[config.mk]
export PLATFORM = sky130hd
export DESIGN_NAME = tx_byte_fifo
export DESIGN_NICKNAME = d
export VERILOG_FILES = /design/src/rtl/tx_byte_fifo_pkg.sv /design/src/rtl/tx_byte_fifo_byte_ram.sv /design/src/rtl/tx_byte_fifo.sv
export SDC_FILE = /design/constraint.sdc
export NUM_CORES = 1
export LEC_CHECK = 0
export ABC_AREA = 1
export CAP_MARGIN = 10
export CORE_MARGIN = 4
export CORE_UTILIZATION = 55
export CTS_CLUSTER_SIZE = 25
export DETAILED_ROUTE_END_ITERATION = 10
export DONT_BUFFER_PORTS = 1
export GPL_ROUTABILITY_DRIVEN = 0
export PLACE_DENSITY_LB_ADDON = 0.15
export REMOVE_ABC_BUFFERS = 1
export SKIP_LAST_GASP = 1
export SLEW_MARGIN = 5
export SYNTH_ARGS = -nofsm -noshare
export SYNTH_HDL_FRONTEND = slang
export SYNTH_SLANG_ARGS = --single-unit
[constraint.sdc]
create_clock -name clock -period 2.5 [get_ports clock]
set_clock_uncertainty 0.05 [all_clocks]
set_input_delay 0.5 -clock clock [delete_from_list [all_inputs] [get_ports clock]]
set_output_delay 0.5 -clock clock [all_outputs]
set_load 0.05 [all_outputs]
[src/rtl/tx_byte_fifo_pkg.sv]
// Shared host-link package.
// Holds the host-link opcode constants and the default sizing of the
// transmit byte FIFO that sits between the VRAM command engine response
// path and the host transmitter.
package tx_byte_fifo_pkg;

  // Default storage depth in bytes (power of two, 4..256).
  localparam int FIFO_DEPTH_DEFAULT = 16;
  // Default occupancy at or above which almost_full_o asserts.
  localparam int FIFO_AFULL_DEFAULT = 12;

  // Host-link command opcodes.
  typedef enum logic [7:0] {
    OP_NOP        = 8'h00,
    OP_VRAM_READ  = 8'h01,
    OP_VRAM_WRITE = 8'h02,
    OP_STATUS     = 8'h03
  } host_op_e;

  // Width of an occupancy counter able to hold 0..depth inclusive.
  function automatic int level_width(input int depth);
    return $clog2(depth) + 1;
  endfunction

endpackage

[src/rtl/tx_byte_fifo_byte_ram.sv]
// byte_ram: storage array for tx_byte_fifo.
// One synchronous write port and one asynchronous read port, which is what
// gives the FIFO its first-word fall-through head byte. Contents are never
// reset.
// Ports:
//   clock  - system clock
//   we     - write enable
//   waddr  - write address
//   wdata  - write byte
//   raddr  - read address
//   rdata  - byte at raddr (combinational)
module byte_ram #(
  parameter int DEPTH = 16,
  parameter int AW    = $clog2(DEPTH)
) (
  input  logic          clock,
  input  logic          we,
  input  logic [AW-1:0] waddr,
  input  logic [7:0]    wdata,
  input  logic [AW-1:0] raddr,
  output logic [7:0]    rdata
);

  logic [7:0] mem [DEPTH];

  always_ff @(posedge clock) begin
    if (we) begin
      mem[waddr] <= wdata;
    end
  end

  assign rdata = mem[raddr];

endmodule

[src/rtl/tx_byte_fifo.sv]
// tx_byte_fifo: byte FIFO from the VRAM command engine response path to
// the host transmitter. First-word fall-through, ready/valid on both sides,
// sticky overflow/underflow flags.
// Ports:
//   clock, reset       - clock, synchronous active-high reset
//   clear_i            - flush stored bytes (error flags kept)
//   in_data_i/valid_i  - write side;  in_ready_o = not full
//   out_data_o/valid_o - head byte;   out_ready_i = consumer takes it
//   level_o            - occupancy 0..DEPTH
//   almost_full_o      - level_o >= AFULL_LEVEL
//   error_overflow_o   - sticky: valid presented while full
//   error_underflow_o  - sticky: ready presented while empty
module tx_byte_fifo
  import tx_byte_fifo_pkg::*;
#(
  parameter int DEPTH       = FIFO_DEPTH_DEFAULT,
  parameter int AFULL_LEVEL = FIFO_AFULL_DEFAULT
) (
  input  logic                          clock,
  input  logic                          reset,
  input  logic                          clear_i,
  input  logic [7:0]                    in_data_i,
  input  logic                          in_valid_i,
  output logic                          in_ready_o,
  output logic [7:0]                    out_data_o,
  output logic                          out_valid_o,
  input  logic                          out_ready_i,
  output logic [level_width(DEPTH)-1:0] level_o,
  output logic                          almost_full_o,
  output logic                          error_overflow_o,
  output logic                          error_underflow_o
);

  localparam int AW = $clog2(DEPTH);
  localparam int LW = level_width(DEPTH);

  logic [AW-1:0] wr_ptr_reg;
  logic [AW-1:0] rd_ptr_reg;
  logic [LW-1:0] level_reg;
  logic          overflow_reg;
  logic          underflow_reg;

  logic push;
  logic pop;
  logic ram_we;

  // Handshake flags depend only on registered occupancy, never on the
  // opposite side's same-cycle handshake, so a full FIFO is not writable
  // even while it is being drained.
  assign in_ready_o  = (level_reg != LW'(DEPTH));
  assign out_valid_o = (level_reg != '0);

  assign push = in_valid_i  && in_ready_o;
  assign pop  = out_valid_o && out_ready_i;

  // A flush or reset in the same cycle discards the incoming byte.
  assign ram_we = push && !clear_i && !reset;

  byte_ram #(
    .DEPTH (DEPTH),
    .AW    (AW)
  ) u_byte_ram (
    .clock (clock),
    .we    (ram_we),
    .waddr (wr_ptr_reg),
    .wdata (in_data_i),
    .raddr (rd_ptr_reg),
    .rdata (out_data_o)
  );

  always_ff @(posedge clock) begin
    if (reset) begin
      wr_ptr_reg    <= '0;
      rd_ptr_reg    <= '0;
      level_reg     <= '0;
      overflow_reg  <= 1'b0;
      underflow_reg <= 1'b0;
    end else begin
      // Flags look at the raw request, independent of clear_i.
      if (in_valid_i && !in_ready_o) begin
        overflow_reg <= 1'b1;
      end
      if (out_ready_i && !out_valid_o) begin
        underflow_reg <= 1'b1;
      end

      if (clear_i) begin
        wr_ptr_reg <= '0;
        rd_ptr_reg <= '0;
        level_reg  <= '0;
      end else begin
        // Pointers are exactly AW bits wide, so DEPTH-1 wraps to 0.
        if (push) begin
          wr_ptr_reg <= wr_ptr_reg + 1'b1;
        end
        if (pop) begin
          rd_ptr_reg <= rd_ptr_reg + 1'b1;
        end
        case ({push, pop})
          2'b10:   level_reg <= level_reg + 1'b1;
          2'b01:   level_reg <= level_reg - 1'b1;
          default: level_reg <= level_reg;
        endcase
      end
    end
  end

  assign level_o           = level_reg;
  assign almost_full_o     = (level_reg >= LW'(AFULL_LEVEL));
  assign error_overflow_o  = overflow_reg;
  assign error_underflow_o = underflow_reg;

endmodule
==> results of run 1 <==
how the worst max path moves through the flow:
stage / startpoint / cells past startpoint / slack (ns) / end
final: flip-flop / 6 / -0.06 / out_data_o[1]
after CTS: flip-flop / 6 / -0.07 / out_data_o[1]
after floorplan: flip-flop / 4 / -1.13 / out_data_o[4]
after global routing: flip-flop / 6 / -0.17 / out_data_o[1]
after detailed placement: clear_i / 3 / 0.25 / u_byte_ram.mem[2][2]
after global placement: clear_i / 3 / 0.34 / u_byte_ram.mem[2][6]
worst reg2reg max path: cells and delay by family, from the launching register on:
family                 cells  cell delay, ns
buffers and inverters      1            0.16
flip-flops                 1            0.38
AND/OR/NAND/NOR            5            1.19
report_power, final:
group | internal, mW | switching, mW
clock network | 1.43 | 0.958
logic | 0.289 | 0.486
registers | 2.70 | 0.0430
metrics by stage:
step	TNS (ns)	power (mW)
2_1_floorplan	-9.00	3.27
3_3_place_gp	0	3.51
3_5_place_dp	0	3.52
4_1_cts	-0.213	5.91
5_1_grt	-0.900	6.11
6_report	-0.140	5.90
layout make-up:
type	count	area share
clock inverter	9	0.00843
multi-input combinational	258	0.218
clock buffer	23	0.0702
timing repair buffer	44	0.0679
inverter	57	0.0298
sequential	147	0.581
tap	140	0.0241
kinds of logic (layout without fill, tap and decap cells):
kind of cell               after synthesis  count (layout)  synth area share
DFF                                    147             147             0.689
AOI/OAI and AO/OA                      122             122             0.113
and+or+nand+nor                         90              90            0.0676
buffers and inverters                   80             133            0.0531
muxes                                   32              32            0.0522
adders and majority gates                8               8            0.0163
xor gates and xnor gates                 6               6           0.00857
repair_timing:
item,CTS,global route
setup buffers,4,0
hold buffers,1,10
endpoints found under the hold margin,2,15
gates cloned,0,0
endpoints found under the setup margin,8,8
pin swaps,1,0
gates resized for setup,10,1
layer usage:
layer,wire length (um),global-route usage
met1,5610,0.265
met2,6740,0.363
met3,691,0.0488
met4,205,0.0817
met5,0,0
cell usage in the layout (no fill, tap or decap), drive strengths merged:
cell type and n:
a21oi 43, a31o 1, buf 33, clkbuf 23, clkinv 4, dfxtp 19, dlygate4sd3 11, edfxtp 128
ha 8, inv 62, mux2i 32, nand2 31, nand3 23, nand4 5, nor2 31, o211ai 32
o21ai 46, xnor2 1, xor2 5
==> results.md, run 1 <==
* Die area at 12900 um2
* Cell area after synthesis at 6130 um2
* Pre-Repair DR Iteration Count at 5
* Crit path kind: reg -> out
* DR WL/cell at 19.5 um
* Share of layout cells above drive strength 1 at 0.145
* Fin area at 7270 um2
* Relative slew slack at 0.368
* Max Slew Vio Count at 0
* Critical R2R Capture: u_byte_ram.mem[3][4]
* CP bufs+invs at 2
* Pre-CTS setup slack at 0.248 ns
* Cells after Synth at 485
* Number of enable-type register cells in the synthesized netlist at 128
* Crit-path cells: buf_12, mux2i_1, o21ai_0, o211ai_1, nand2_1, buf_12
* P&R area growth vs syn at 18.7%
* Area after DPL at 6530 um2
* # clock sinks at 147
* Vias per inst at 5.64
* Via count at 3827
* Chip width at 114 um
* Root Driver: clkbuf_8
* TritonCTS clock tree: done
* Largest area contributor in the netlist: edfxtp_1
* Core Footprint at 10900 um2
* Register area share after synthesis at 0.689
* Hold Crit Endpoint: u_byte_ram.mem[8][6]
* First-pass GRT wire length at 20600 um
* Register area at 4230 um2
* Critical Path AT at 2.01 ns
* Final WS setup at -0.0607 ns
* Top Ports at 31
* Largest Register: u_byte_ram.mem
* Post-DP HPWL at 8540 um
* R2r setup slk at 0.33 ns
* Clk Latency, worst-skew pair at 0.52 ns
* Port Buffers at 0
* Worst path slowest cell: dfxtp_4
* RSZ-0062 raised after global routing: true
* CTS HTree Levels at 4
* Synth warn at 0
* Antenna cells at 0
* Power Dens Cells at 811 nW/um2
* Nets at 546
* Ratio of final minimum period to clock period at 1.02
* Finished Layout Cells at 678
* Period minus WS final at 2.56 ns
* Seq cells post-synth at 147
* Setup Viol. Count Final at 4
* Status: finished, violations left
* Final core occ at 0.668
* Max FFs per register at 128
* All-Layer GR Usage at 0.213
* Max frequency at 391 MHz
* Total congestion overflow at 0
* Maxcap violations at 0
* Hold path cells at 0
* Inserted Clock Buffers at 17
* Ys flop type: edfxtp_1
* Critical Path Max Stage Delay at 0.44 ns
* Synth Area per Inst at 12.6 um2
* Area used by multi-input combinational logic at 1590 um2
* Clock-pin slew on the worst setup and hold paths at 0.06 ns
* Worst Hold Class: in -> reg
* R2R depth at 6
* Total wire length at 13300 um
* Worst-Margin Slew at 0.945 ns
* Startpoint Class: flip-flop
* Leak at 2.56 nW
* Initial Util at 0.563
* Synth cell count leaders: edfxtp_1, inv_1, o21ai_0, a21oi_1
* CTS Buffer Depth at 2
* Final hold violations at 0
* Violated checks: setup timing
* Placed Cells at 631
* Worst Path Max Fanout at 30
* RR Startpoint: level_o[1]
* Hold Slack at 0.0191 ns
* Worst path most repeated cell: buf_12
* HP Start: in_data_i[6]
* CP top delay family: flip-flops
* Worst Setup End Kind: output pin
* First-iteration detailed-routing DRC count at 308
* Die height at 114 um
* Most common cell in the netlist: edfxtp_1
* Vias in the first global route at 3868
* Worst path required time at 1.95 ns
* Largest net degree at the start of global routing at 31
* Post-synth top area share at 0.627
* Worst vdd ir at 421 uV
* Async set or reset register ratio after synthesis at 0
* Area contributors post-synth: edfxtp_1, dfxtp_1, mux2i_1, o211ai_1, o21ai_0
* Antenna viol nets, final at 0
* DRC at 0
* Fillers at 797
* Row count at 38
* Yosys cell types at 26
* Initial antenna violation count at 0
Power figures use the tool's default switching activity.
==> inputs of run 2 (changes only) <==
==> constraint.sdc (replaced) <==
create_clock -name clock -period 2.5 [get_ports clock]
set_clock_uncertainty 0.05 [all_clocks]
set_input_delay 0.5 -clock clock [delete_from_list [all_inputs] [get_ports clock]]
set_output_delay 0.5 -clock clock [all_outputs]
set_load 0.01 [all_outputs]
==> results.md, run 2 (same netlist as run 1, synthesis figures left out) <==
* Share of layout cells above drive strength 1 at 0.145 (-0.000316)
* Die area at 12900 um2 (unchanged)
* Sw power at 1.39 mW (-6.8%)
* Worst path slowest cell: dfxtp_4
* Inserted Clock Buffers at 17 (unchanged)
* Ratio of final minimum period to clock period at 0.986 (-0.0380)
* Commonest non-fill, non-tap cells in the layout: edfxtp_1, inv_1, a21oi_1
* R2r setup slk at 0.25 ns (-0.08 ns)
* Worst path required time at 1.95 ns (about the same)
* Largest net degree at the start of global routing at 31 (unchanged)
* Part of the power in the clock network at 0.438 (+0.033)
* Final hold violations at 0 (unchanged)
* RSZ-0062 raised after global routing: true
* Relative slew slack at 0.572 (+0.205)
* CTS HTree Levels at 4 (unchanged)
* Finished Layout Cells at 694 (+2.4%)
* Fillers at 772 (-3.1%)
* Critical R2R Capture: level_o[4]
* Hold path cells at 2 (+2)
* Final WS setup at 0.0343 ns (+0.0950 ns)
* First-pass GRT wire length at 22500 um (+9.1%)
* Worst vdd ir at 355 uV (-16%)
* RR Startpoint: level_o[1]
* Worst path most repeated cell: o21ai_0
* Critical Path Max Stage Delay at 0.38 ns (-0.06 ns)
* Max FFs per register at 128 (unchanged)
* Worst Hold Class: in -> reg
* Top Ports at 31 (unchanged)
* Clock-pin slew on the worst setup and hold paths at 0.06 ns (about the same)
* Worst-Margin Slew at 0.639 ns (-0.305 ns)
* Setup Total Neg Slack at 0 ns (+0.140 ns)
* Pre-CTS setup slack at 0.276 ns (+0.0279 ns)
* Startpoint Class: flip-flop
* Max frequency at 406 MHz (+3.9%)
* Sequential power share at 0.461 (-0.003)
* Crit-path cells: buf_6, o21ai_0, o21ai_0, o211ai_1, nand2_1
* Nets at 561 (+2.7%)
* R2R depth at 13 (+7)
* Crit path kind: reg -> out
* Placed Cells at 631 (unchanged)
* Worst Path Max Fanout at 10 (-67%)
* Power Dens Cells at 800 nW/um2 (-1.4%)
* Largest Register: u_byte_ram.mem
* All-Layer GR Usage at 0.240 (+0.0269)
* GR Util met3 at 0.0647 (+0.0159)
* Period minus WS final at 2.47 ns (-0.0950 ns)
* Via count at 4062 (+6.1%)
* Worst Setup End Kind: output pin
* Total wire length at 15000 um (+13%)
* Post-DP HPWL at 8430 um (-1.3%)
* Setup Viol. Count Final at 0 (-4)
* Core Footprint at 10900 um2 (unchanged)
* P&R area growth vs syn at 20.9%
* Status: finished, final reports clean
* Comb pwr share at 0.101 (-0.030)
* Pre-Repair DR Iteration Count at 5 (unchanged)
* Leak at 2.60 nW (+1.7%)
* Met2 usage at 0.395 (+0.0326)
* Maxcap violations at 0 (unchanged)
* Chip width at 114 um (unchanged)
* Initial Util at 0.563 (unchanged)
* CTS Buffer Depth at 2 (unchanged)
* Hold Crit Endpoint: error_underflow_o
* Pint at 4.55 mW (+3.0%)
* Root Driver: clkbuf_8
* Commonest non-fill, non-tap cell in the layout: edfxtp_1
* Critical Path AT at 1.92 ns (-0.09 ns)
* Total congestion overflow at 0 (unchanged)
* Port Buffers at 0 (unchanged)
* DRC at 0 (unchanged)
* DR WL/cell at 21.6 um (+11%)
* Max Slew Vio Count at 0 (unchanged)
* Initial antenna violation count at 0 (unchanged)
* Antenna viol nets, final at 0 (unchanged)
* Busiest grt layer: met2
* Net Sw Frac at 0.234 (-0.0184)
* Vias per inst at 5.85 (+3.7%)
* # clock sinks at 147 (unchanged)
* TritonCTS clock tree: done
* Die height at 114 um (unchanged)
* Row count at 38 (unchanged)
* Clk Latency, worst-skew pair at 0.53 ns (about the same)
* First-iteration detailed-routing DRC count at 455 (+48%)
* HP Start: out_ready_i
* Met1 Use GR at 0.304 (+0.0391)
* Vias in the first global route at 4026 (+4.1%)
-- run 2: cell types whose count changed in the layout (fill, tap and decap cells not counted), sizes merged --
cell,change
dlygate4sd3,+13
clkinvlp,+5
bufinv,+4
clkinv,-3
inv,-3
clkbuf,-1
diode,+1
-- run 2: worst max-delay path by stage --
stage | start | end | slack [ns]
floorplan | flip-flop | out_data_o[4] | -0.89
global placement | level_o[0] | level_o[4] | 0.33
detailed placement | level_o[0] | level_o[4] | 0.28
CTS | flip-flop | out_data_o[0] | 0.02
global route | flip-flop | out_data_o[4] | -0.07
finish | flip-flop | out_data_o[5] | 0.03
-- run 2: final cells by class --
class                      instances  area [um2]  share of cell area
sequential                       147        4230               0.570
multi-input combinational        258        1590               0.215
timing repair buffer              59         593              0.0800
clock buffer                      20         425              0.0574
inverter                          57         216              0.0292
clock inverter                    12         180              0.0243
tap                              140         175              0.0236
antenna                            1        2.50            0.000338
-- run 2: power by group through the flow --
stage	Sequential, mW	Combinational [mW]	Clock [mW]
floorplan	2.82	0.311	0
global placement	2.80	0.441	0
detailed placement	2.80	0.452	0
CTS	2.73	0.551	2.62
global route	2.74	0.652	2.74
finish	2.74	0.598	2.60
-- run 2: what timing repair did --
item	CTS	global route
gates cloned	0	2
endpoints found under the hold margin	74	22
setup endpoints to repair	8	8
setup buffers	4	0
pin swaps	3	3
resized for setup	2	10
hold buffers	18	6
-- run 2: metrics by stage --
step / hold slack, ns / total power [mW] / utilization / area (um2)
6_report: 0.0937 / 5.93 / 0.681 / 7410
3_5_place_dp: 0.439 / 3.25 / 0.591 / 6430
5_1_grt: 0.0956 / 6.13 / 0.681 / 7410
3_3_place_gp: 0.440 / 3.24 / 0.591 / 6430
4_1_cts: 0.000106 / 5.91 / 0.668 / 7270
2_1_floorplan: 0.418 / 3.13 / - / 6020
-- run 2: per-layer routing --
| metal | wire length (um) | up-vias |
|---|---|---|
| li1 | - | 1870 |
| met1 | 6170 | 2011 |
| met2 | 7750 | 159 |
| met3 | 865 | 22 |
| met4 | 221 | 0 |
| met5 | 0 | - |
-- run 2: worst max-delay path, delay by kind of cell (launching register included) --
kind                   cells  cell delay [ns]
AOI/OAI and AO/OA          3             0.68
buffers and inverters      1             0.18
DFF                        1             0.38
and+or+nand+nor            1             0.14
==> inputs of run 3 (changes only) <==
--- a/config.mk
+++ b/config.mk
@@ -6,7 +6,7 @@
 export NUM_CORES = 1
 export LEC_CHECK = 0
 export ABC_AREA = 1
-export CAP_MARGIN = 10
+export CAP_MARGIN = 40
 export CORE_MARGIN = 4
 export CORE_UTILIZATION = 55
 export CTS_CLUSTER_SIZE = 25
==> results of run 3 <==
Final layout, timing and power as in run 2 (identical DEF).
==> RTL edit (flow settings as in run 2) <==
`FIFO_DEPTH_DEFAULT`: 16 -> 32.
--- a/src/rtl/tx_byte_fifo_pkg.sv
+++ b/src/rtl/tx_byte_fifo_pkg.sv
@@ -5,7 +5,7 @@
 package tx_byte_fifo_pkg;
 
   // Default storage depth in bytes (power of two, 4..256).
-  localparam int FIFO_DEPTH_DEFAULT = 16;
+  localparam int FIFO_DEPTH_DEFAULT = 32;
   // Default occupancy at or above which almost_full_o asserts.
   localparam int FIFO_AFULL_DEFAULT = 12;
 
Ports: changed (resized level_o); port bits go from 31 to 32. No check against the original RTL was run, so the function may have changed too.
==> RTL edit against run 2 <==
The run now ends with setup timing left; wire length is 100% higher; critical path depth is 7 higher; die area is 83% higher; setup slack worse by 0.32 ns; synthesized area is 91% higher; worst hold slack worse by 0.077 ns; total power is 82% higher; sequential share of layout area is 0.88 points lower; design area is 96% higher; via count is 100% higher; sequential cell count is 132 higher; count of clock-buffer cells in the layout is 22 higher; critical path type unchanged; largest power group unchanged.
==> RTL edit: results <==
group,metric,value,unit
cells_and_area,clk_share,6.16,%
yosys,synth_edf_count,256,
yosys,synthTopCellsByArea,"edfxtp_1 (66%), nand2_1 (11%), nand3_1 (7.7%)",
cells_and_area,n_clock_buffer,42,
clock_network,clk_path_buf_depth,3,
power,ir_drop,0.512,mV
worst_setup_path,max_stage_delay,0.41,ns
power,power_frac_comb,15.3,%
global_routing,groute.usage.overall,24.6,%
timing,setup_violations,8,
place,dpl_worst_slack,0.0992,ns
clock_network,clock-sinks,279,
die,core_area,21000,um2
cells_and_area,layout-drive-gt1-share,24.4,%
worst_setup_path,path_max_fanout,6,
cells_and_area,multi_input_gates,681,
routing,drtPass1Iterations,6,
power,switching_share,25.1,%
cells_and_area,nNonClkBuffers,109,
routing,drt_iter0_drc,801,
place,placed_cells,1343,
cells_and_area,nonClkBufAreaFrac,9.18,%
outcome,violations,"setup timing",
routing,wl_per_cell,21.3,um
cells_and_area,largest_reg_flops,256,
clock_network,cts_root_buf,"clkbuf_16",
outcome,status,"complete, but fails checks",
yosys,synth_top_area_share,65.7,%
cells_and_area,inv_count,36,
place,dp_hpwl,15900,um
timing,tightestPinTransition,0.784,ns
cells_and_area,multi_input_area_share,24.8,%
cells_and_area,ff_latch_area,8150,um2
global_routing,grt_max_degree,65,
global_routing,grt_pass1_wl,45100,um
timing,timing.final.ws_setup,-0.282,ns
timing,finalSetupTns,-1.64,ns
yosys,synth-seq-area-share,69.7,%
## RTL edit: cell count changes after synthesis, moves of 21 or more
cell      before  now
mux2i_1       32    0
nand3_1       20  180
nand2_1       27  335
edfxtp_1     128  256
nor2_1        29   54
inv_1         56   29
buf_4          2   24
a21oi_1       43   64
o211ai_1      32    0
o21ai_0       44   11
## RTL edit: routing by layer
layer,up-vias,wire (um),track usage (%)
met2,371,14800,39.3
met3,52,2400,3.24
met4,0,618,6.35
met5,-,0,0
met1,4022,12700,36.3
li1,3824,-,-
## RTL edit: what timing repair did
action,CTS,global route
endpoints found under the hold margin,75,3
hold buffers,14,1
pin swaps,6,45
gates resized for setup,51,125
setup buffers,8,0
setup endpoints to repair,8,11
gates cloned,8,7
## RTL edit: worst paths after layout
kind                 startpoint                    to  slack [ns]  depth (start not counted)
setup / recovery       register         out_data_o[1]       -0.28                         12
hold / removal     in_data_i[0]  u_byte_ram.mem[4][0]        0.02                          0
setup reg to reg     level_o[4]            level_o[4]        0.24                         17
hold reg to reg   rd_ptr_reg[0]         rd_ptr_reg[0]        0.45                          1
## RTL edit: worst max-delay path: cells and delay by family, from the launching register on
| kind | cells | cell delay [ns] |
|---|---|---|
| simple gates | 7 | 0.65 |
| buf+inv | 4 | 0.56 |
| flops | 1 | 0.41 |
| compound gates | 1 | 0.07 |
## RTL edit: logic make-up (layout without fill, tap and decap cells)
logic type | count (synthesis) | after routing | share of synthesized area (%)
other cells | 0 | 1 | 0
buf+inv | 91 | 197 | 3.90
compound gates | 87 | 87 | 3.95
fa+ha+maj | 8 | 8 | 0.856
xor+xnor | 8 | 8 | 0.599
flops | 279 | 279 | 69.7
simple gates | 578 | 578 | 21.0
